### src/rtl/uart_tx_arbiter.sv
// -----------------------------------------------------------------------------
// uart_tx_arbiter
//
// Shares a single UART transmit line among NUM_REQ byte requesters. A
// round-robin arbiter picks one requester while the line is free, captures its
// byte, and a small frame sequencer then shifts out a start bit, the data bits
// LSB first, an optional parity bit, and a stop bit. Every line transition
// happens on a TX_tick strobe from an external baud generator.
//
// Parameters
//   NUM_REQ     number of requesters (2..8)
//   DATA_WIDTH  data bits per frame
//   GW          width of grant_id
//
// Ports
//   clk         system clock
//   rst         asynchronous, active-low reset
//   TX_tick     one-clock bit-period strobe
//   req_valid   per-requester byte valid, held until accepted
//   req_data    requester i at [i*DATA_WIDTH +: DATA_WIDTH]
//   req_ready   one-hot, single-cycle accept pulse
//   tx          serial line, idle high
//   busy        high from the cycle after accept until the frame ends
//   grant_id    index of the most recently granted requester
//   frame_done  single-cycle pulse on the tick that completes the stop bit
//
// Build option
//   UART_ARB_PARITY_EN  when defined, an even-parity bit (XOR of the data
//                       bits) is sent between the last data bit and the stop
//                       bit. When undefined the frame has no parity bit.
// -----------------------------------------------------------------------------
module uart_tx_arbiter #(
  parameter int NUM_REQ    = 4,
  parameter int DATA_WIDTH = 8,
  parameter int GW         = $clog2(NUM_REQ)
) (
  input  logic                          clk,
  input  logic                          rst,
  input  logic                          TX_tick,
  input  logic [NUM_REQ-1:0]            req_valid,
  input  logic [NUM_REQ*DATA_WIDTH-1:0] req_data,
  output logic [NUM_REQ-1:0]            req_ready,
  output logic                          tx,
  output logic                          busy,
  output logic [GW-1:0]                 grant_id,
  output logic                          frame_done
);

  localparam int CW = $clog2(DATA_WIDTH);

  typedef enum logic [2:0] {
    ST_IDLE   = 3'd0,
    ST_ALIGN  = 3'd1,
    ST_START  = 3'd2,
    ST_DATA   = 3'd3,
`ifdef UART_ARB_PARITY_EN
    ST_PARITY = 3'd4,
`endif
    ST_STOP   = 3'd5
  } state_t;

  state_t                state_q, state_d;
  logic [DATA_WIDTH-1:0] shift_q, shift_d;
  logic [CW-1:0]         cnt_q,   cnt_d;
  logic                  tx_q,    tx_d;
  logic                  busy_q,  busy_d;
  logic [GW-1:0]         last_q,  last_d;
  logic [GW-1:0]         grant_q, grant_d;
`ifdef UART_ARB_PARITY_EN
  logic                  parity_q, parity_d;
`endif

  // Split the flat data bus into one word per requester.
  logic [DATA_WIDTH-1:0] req_word [NUM_REQ];

  for (genvar gi = 0; gi < NUM_REQ; gi++) begin : g_lane
    assign req_word[gi] = req_data[gi*DATA_WIDTH +: DATA_WIDTH];
  end

  // ---------------------------------------------------------------------------
  // Round-robin pick: the first valid requester at or after last+1, wrapping.
  // The loop walks the rotation from the far end backwards so that the last
  // hit written is the closest one to last+1.
  // ---------------------------------------------------------------------------
  logic          pick_found;
  logic [GW-1:0] pick_idx;
  logic [GW-1:0] cand;

  always_comb begin
    pick_found = 1'b0;
    pick_idx   = '0;
    cand       = '0;
    for (int k = NUM_REQ; k >= 1; k--) begin
      cand = GW'((int'(last_q) + k) % NUM_REQ);
      if (req_valid[cand]) begin
        pick_found = 1'b1;
        pick_idx   = cand;
      end
    end
  end

  // Accept only from a free IDLE state; held off while reset is asserted so
  // req_ready reads 0 during reset.
  logic accept;
  assign accept = rst && (state_q == ST_IDLE) && !busy_q && pick_found;

  for (genvar gi = 0; gi < NUM_REQ; gi++) begin : g_ready
    assign req_ready[gi] = accept && (pick_idx == GW'(gi));
  end

  // ---------------------------------------------------------------------------
  // Next-state logic. Outside IDLE nothing moves except on TX_tick, so tx only
  // ever changes on a tick. The tick coincident with an accept is ignored
  // because IDLE does not look at it; ALIGN then waits for the next tick so
  // the start bit lasts one full bit period.
  // ---------------------------------------------------------------------------
  always_comb begin
    state_d    = state_q;
    shift_d    = shift_q;
    cnt_d      = cnt_q;
    tx_d       = tx_q;
    busy_d     = busy_q;
    last_d     = last_q;
    grant_d    = grant_q;
`ifdef UART_ARB_PARITY_EN
    parity_d   = parity_q;
`endif
    frame_done = 1'b0;

    case (state_q)
      ST_IDLE: begin
        if (accept) begin
          shift_d  = req_word[pick_idx];
`ifdef UART_ARB_PARITY_EN
          parity_d = ^req_word[pick_idx];
`endif
          last_d   = pick_idx;
          grant_d  = pick_idx;
          busy_d   = 1'b1;
          state_d  = ST_ALIGN;
        end
      end

      ST_ALIGN: begin
        if (TX_tick) begin
          tx_d    = 1'b0;
          state_d = ST_START;
        end
      end

      ST_START: begin
        if (TX_tick) begin
          tx_d    = shift_q[0];
          shift_d = shift_q >> 1;
          cnt_d   = '0;
          state_d = ST_DATA;
        end
      end

      ST_DATA: begin
        if (TX_tick) begin
          if (cnt_q < CW'(DATA_WIDTH - 1)) begin
            cnt_d   = cnt_q + CW'(1);
            tx_d    = shift_q[0];
            shift_d = shift_q >> 1;
          end else begin
`ifdef UART_ARB_PARITY_EN
            tx_d    = parity_q;
            state_d = ST_PARITY;
`else
            tx_d    = 1'b1;
            state_d = ST_STOP;
`endif
          end
        end
      end

`ifdef UART_ARB_PARITY_EN
      ST_PARITY: begin
        if (TX_tick) begin
          tx_d    = 1'b1;
          state_d = ST_STOP;
        end
      end
`endif

      ST_STOP: begin
        // frame_done is combinational so the following cycle, already back
        // in IDLE, is the earliest possible next accept.
        if (TX_tick) begin
          frame_done = 1'b1;
          busy_d     = 1'b0;
          state_d    = ST_IDLE;
        end
      end

      default: begin
        state_d = ST_IDLE;
        tx_d    = 1'b1;
        busy_d  = 1'b0;
      end
    endcase
  end

  // ---------------------------------------------------------------------------
  // State registers. Reset leaves requester 0 first in line (last = NUM_REQ-1)
  // and drives the line high immediately, discarding any frame in flight.
  // ---------------------------------------------------------------------------
  always_ff @(posedge clk or negedge rst) begin
    if (!rst) begin
      state_q  <= ST_IDLE;
      shift_q  <= '0;
      cnt_q    <= '0;
      tx_q     <= 1'b1;
      busy_q   <= 1'b0;
      last_q   <= GW'(NUM_REQ - 1);
      grant_q  <= '0;
`ifdef UART_ARB_PARITY_EN
      parity_q <= 1'b0;
`endif
    end else begin
      state_q  <= state_d;
      shift_q  <= shift_d;
      cnt_q    <= cnt_d;
      tx_q     <= tx_d;
      busy_q   <= busy_d;
      last_q   <= last_d;
      grant_q  <= grant_d;
`ifdef UART_ARB_PARITY_EN
      parity_q <= parity_d;
`endif
    end
  end

  assign tx       = tx_q;
  assign busy     = busy_q;
  assign grant_id = grant_q;

endmodule

### config.mk
export PLATFORM = sky130hd
export DESIGN_NAME = uart_tx_arbiter
export DESIGN_NICKNAME = d
export VERILOG_FILES = /design/src/rtl/uart_tx_arbiter.sv
export SDC_FILE = /design/constraint.sdc
export NUM_CORES = 1
export LEC_CHECK = 0
export ABC_AREA = 1
export CAP_MARGIN = 20
export CORE_UTILIZATION = 35
export DETAILED_ROUTE_END_ITERATION = 8
export PLACE_DENSITY_LB_ADDON = 0.12
export SYNTH_ARGS = -nofsm -noshare
export SYNTH_HDL_FRONTEND = slang
export SYNTH_SLANG_ARGS = --single-unit
### constraint.sdc
create_clock -name clk -period 1.75 [get_ports clk]
set_clock_uncertainty 0.1 [all_clocks]
set_input_delay 0.2625 -clock clk [delete_from_list [all_inputs] [get_ports clk]]
set_output_delay 0.2625 -clock clk [all_outputs]
set_load 0.005 [all_outputs]
* Word-level counts from Yosys, hierarchy flattened
Index checks and enable logic that the tools add are counted.
Widths: inputs -> output; s select.
** Word-level totals
- Flip-flop bits (word level) :: 20
- Output and inout bits :: 9
** Cells by class
- $add $sub $neg :: 5
- Magnitude comparators :: 6
- Equal/unequal tests :: 14
- Muxes and demuxes :: 43
- Bitwise gates (word level) :: 3
- Reductions and logical operators :: 20
** Operator list (count)
- $mux 8 :: 6
- $mux 3 :: 8
- $pmux 8 s3 :: 1
- $bmux 8 s2 :: 1
- $mux 1 :: 15
- $pmux 3 s5 :: 1
- $ne 2x2->1 const B :: 7
- $lt 2x3->1 const B :: 4
- $bmux 1 s2 :: 4
- $mux 2 :: 4
- $reduce_and 4->1 :: 2
- $logic_and 1x1->1 :: 7
- $eq 3x2->1 const B :: 2
- $pmux 3 s2 :: 1
- $reduce_and 6->1 :: 1
- $reduce_and 5->1 :: 1
- $add 2x1->2 const B :: 2
- $add 2x2->2 const B :: 2
- $eq 2x2->1 const B :: 2
- $pmux 1 s4 :: 1
- $add 3x1->3 const B :: 1
- $eq 3x1->1 const B :: 1
- $eq 3x3->1 const B :: 1
- $ge 3x3->1 const B :: 1
- 14 further kinds :: 15

* Depth between registers and ports, before layout
- Word-level depth :: 13
- Depth in mapped cells :: 17
- Mapped depth without buffers :: 15

* Worst setup path before layout
OpenSTA, ideal clock, no wires.
- Path type :: reg2out
- Start :: register last_q[0]
- End :: output req_ready[1]
- Arrival time :: 1.605 ns
- Data required time :: 1.387 ns
- Setup slack :: -0.217 ns
- Cell stages (with the launch flop) :: 13
- Buffers on the path :: 2
- Cell sequence :: dfstp_2 buf_6 inv_8 nand2_2 nand2_2 nand2_1 nand2_2 nand2_4 nand3_4 nand2_8 buf_8 nand2_1 nor2_1
** Between the ends
- Word-level cells in the longest chain between the ends :: 9
- Elaborated cells on any way between the ends :: 23
- Those cells by class :: 4 x add/sub; 1 x eq/ne; 16 x mux; 2 x reduce/logical
** RTL lines
- start, declared :: line 67 : logic [GW-1:0] last_q, last_d;
- start signal, assigned :: line 216 : last_q <= GW'(NUM_REQ - 1);
- start signal, assigned :: line 227 : last_q <= last_d;
- $add 2x1->2 :: line 94 : cand = GW'((int'(last_q) + k) % NUM_REQ);
- $bmux 1 s2 :: line 95 : if (req_valid[cand]) begin
- $mux 1 (not written as such) :: line 95
- $mux 2 / $mux 1 (equally long branches) (4 in a row) :: line 95
- $eq 2x1->1 / $logic_and 1x1->1 (equally long branches) :: line 108, 105
- $logic_and 1x1->1 * :: line 108 : assign req_ready[gi] = accept && (pick_idx == GW'(gi));
- end, declared :: line 42 : output logic [NUM_REQ-1:0] req_ready,
Mark *: on every way between the ends. The rest lies on a longest branch, timed or not. The select of a mux whose other input is x is not followed.

* Worst setup path in the final report
Ends and elaborated chain as after synthesis.

==> results by group <==
Status
  • Run status: finished, violations left
  • Failing checks: negative setup slack

Timing
  • # setup viols final: 15
  • Hold Vio Cnt, Final: 0
  • Min Tclk post-route: 2210 ps
  • Relative slew slack: 0.815
  • Setup WS post-layout: -463 ps
  • Fmax: 452 MHz
  • Period utilization: 1.26
  • Fin Hold WS: 382 ps
  • RSZ-0062 raised after global routing: true
  • Slew @ Worst Pin: approximately 280 ps
  • Setup TNS: -4130 ps
  • Max-slew violations: 0

Global routing
  • Largest net degree at the start of global routing: 21
  • Layer with the highest usage: met2
  • Remaining Overflow, GRT: 0
  • M3 GR Usage: 0.0202
  • Grt met1 use: 0.250
  • Initial antenna violation count: 0
  • GR Util All Layers: 0.182
  • Global-route wire length before repair: 7380 um
  • Met2 Use GR: 0.302
  • Vias in the first global route: 1722

Placed design
  • # port buffers: 47
  • Gpl congestion: 0.822
  • Placed cell count: 372
  • Pre-CTS setup slack: -769 ps
  • HPWL Detailed: 3250 um

Clocking
  • Clock slew seen by the registers of the worst setup and hold paths: 70 ps
  • CTS root buffer: clkbuf_8
  • Htree depth: 1
  • Hold_buf cts: 0
  • TritonCTS clock tree: done
  • # clock sinks: 20
  • CTS Buf Count: 3
  • Clk_lat worst skew: 260 ps
  • Clock Path Buffers: 2

Critical path
  • Crit-path max FO: 7
  • Cell mode on critical path: nand2_2
  • R2R Path Start: last_q[0]
  • Worst path max stage delay: 570 ps
  • FF-to-FF setup slack: -300 ps
  • Critical Setup Path Class: reg2out
  • RR Endpoint: shift_q[2]
  • CP Capture Type: primary output
  • CP cell instances: buf_12 -> inv_8 -> nand2_2 -> nand2_2 -> nand2_2 -> nand2_1 -> inv_2 -> nand3_4 -> nand2_8 -> nand2_8 -> nor2_4 -> buf_2
  • Reg2reg path depth: 15
  • Worst Path Buf+Inv: 4
  • Worst Path Required: 1390 ps
  • Arrival time at the worst endpoint: between 1500 and 2000 ps
  • Setup crit start kind: flip-flop
  • Crit-path slowest cell: dfstp_2
  • Largest delay share family, worst path: simple AND/OR/NAND/NOR gates

Finish
  • Nets@finish: 369
  • Final Util: 0.591
  • Most frequent cells in the layout: 85 x nand2_1, 42 x clkdlybuf4s50_1, 31 x buf_4
  • Share of post-route cells with drive strength above 1: 0.311
  • Area Growth Syn to Fin: 60.9%
  • # fillers: 417
  • Ant. Diodes: 0
  • Final Instance Count excl. Fillers: 380
  • Commonest non-fill, non-tap cell in the layout: nand2_1

Detailed routing
  • Post-route ant nets: 0
  • Via density: 4.74
  • DR pass1 iterations: 4
  • Via count: 1801
  • WL final: 4400 um
  • Routed len/inst: 11.6 um
  • Drt drc: 0
  • DR iter-0 viols: 84

Min path
  • Hold depth: 2
  • Hold EP: shift_q[5]
  • Worst hold-check path type: reg2reg
  • HP Start: shift_q[5]

Power and ir drop
  • VDD IR max: 0.000898 V
  • Net Sw Frac: 0.484
  • Switching power: 2.63 mW
  • Clock power frac: 0.065
  • Sequential share of power: 0.152
  • Logic pwr share: 0.783
  • LEAKAGE: 1.30 nW
  • Internal power: 2.80 mW
  • PwrDens: 2100 nW/um^2

Floorplan
  • Chip Height: between 60 and 70 um
  • Initial Util: 0.368
  • Rows: 24
  • I/O pin total: 48
  • Die area: 4880 um^2
  • Die Span X: 69.9 um
  • Core box area: 4380 um^2

Logic synthesis
  • Synth top area share: 0.264
  • Post-synth top flop: dfrtp_1
  • Synthesized area: 1610 um^2
  • Netlist cell types: 33
  • FF+latch count, synth: 20
  • Fraction of registers with async set/reset: 1.00
  • Seq/Total Area, Yosys: 0.313
  • EDFF count, synth: 0
  • Synthesized net count: 286
  • Post-synthesis cell count: around 250
  • Top cells by area, synth: dfrtp_1 26%, nand2_1 23%, nand3_1 8.1%
  • Syn Area/Cell: ~6.6 um^2
  • Yosys warnings: 0
  • Leading area contributor after synthesis: dfrtp_1

Job
  • Total of max-cap violations: 0
==> Yosys cell counts (2+ instances only) <==
cell	number
a21oi_1	5
a31oi_1	2
buf_2	3
buf_6	3
dfrtp_1	17
dfstp_2	3
inv_1	17
inv_2	3
nand2_1	98
nand2_2	9
nand2_4	2
nand2_8	2
nand3_1	26
nand4_1	5
nor2_1	25
nor3_1	3
o21ai_0	6
o22ai_1	2
==> per-layer routing <==
layer,routed length (um),share of wire,up-vias
met5,0,0,-
met4,44,0.010,0
met3,237,0.054,4
met2,2040,0.46,45
met1,2070,0.47,796
li1,-,-,956
==> how the worst max path moves through the flow <==
stage,to,from,depth (start not counted)
2_1_floorplan,req_ready[1],last_q[0],12
3_3_place_gp,req_ready[2],req_valid[2],12
3_5_place_dp,req_ready[2],req_valid[3],12
4_1_cts,req_ready[2],last_q[0],14
5_1_grt,req_ready[2],last_q[0],14
6_report,req_ready[1],last_q[0],12
==> cells by family (layout without fill, tap and decap cells) <==
kind of cell	Yosys count	count (layout)	synth area share
fa+ha+maj	1	1	0.00776
compound gates	22	22	0.0854
flops	20	20	0.313
simple gates	172	172	0.488
xor+xnor	1	1	0.00544
buf+inv	30	112	0.100
==> timing repair <==
action,4_1_cts,5_1_grt
buffers inserted,4,1
pin swaps,16,20
resized for setup,38,24
setup endpoints to repair,20,22
==> per-stage QoR <==
step / cell area, um^2 / power (mW)
after floorplan: 1640 / 3.40
after global placement: 2380 / 4.56
after detailed placement: 2380 / 4.58
after CTS: 2500 / 5.21
after global routing: 2590 / 5.98
final: 2590 / 5.44
==> flip-flops by register name, summed over array words and instances, names as in the netlist <==
signal	cells
cnt_q	3
busy	1
tx	1
shift_q	8
last_q	2
state_q	3
grant_id	2
==> power groups by stage <==
stage | combinational, mW | sequential, mW | clock [mW]
2_1_floorplan | 2.57 | 0.829 | 0
3_3_place_gp | 3.70 | 0.863 | 0
3_5_place_dp | 3.71 | 0.865 | 0
4_1_cts | 4.03 | 0.827 | 0.361
5_1_grt | 4.76 | 0.851 | 0.375
6_report | 4.26 | 0.826 | 0.352
==> area by class of cell <==
class	instances	area, um^2	share of cell area
flip-flops and latches	20	504	0.194
clock buffers	4	55.1	0.0212
repair buffers	86	790	0.305
multi-input cells	196	1080	0.417
well taps	52	65.1	0.0251
inverters	22	96.3	0.0372
==> tightest hold or removal path, delay by kind of cell, from the launching register on <==
| kind | cells | cell delay, ps |
|---|---|---|
| and+or+nand+nor | 2 | 110 |
| DFF | 1 | 340 |
No activity file was read; power rests on OpenSTA's default activity.
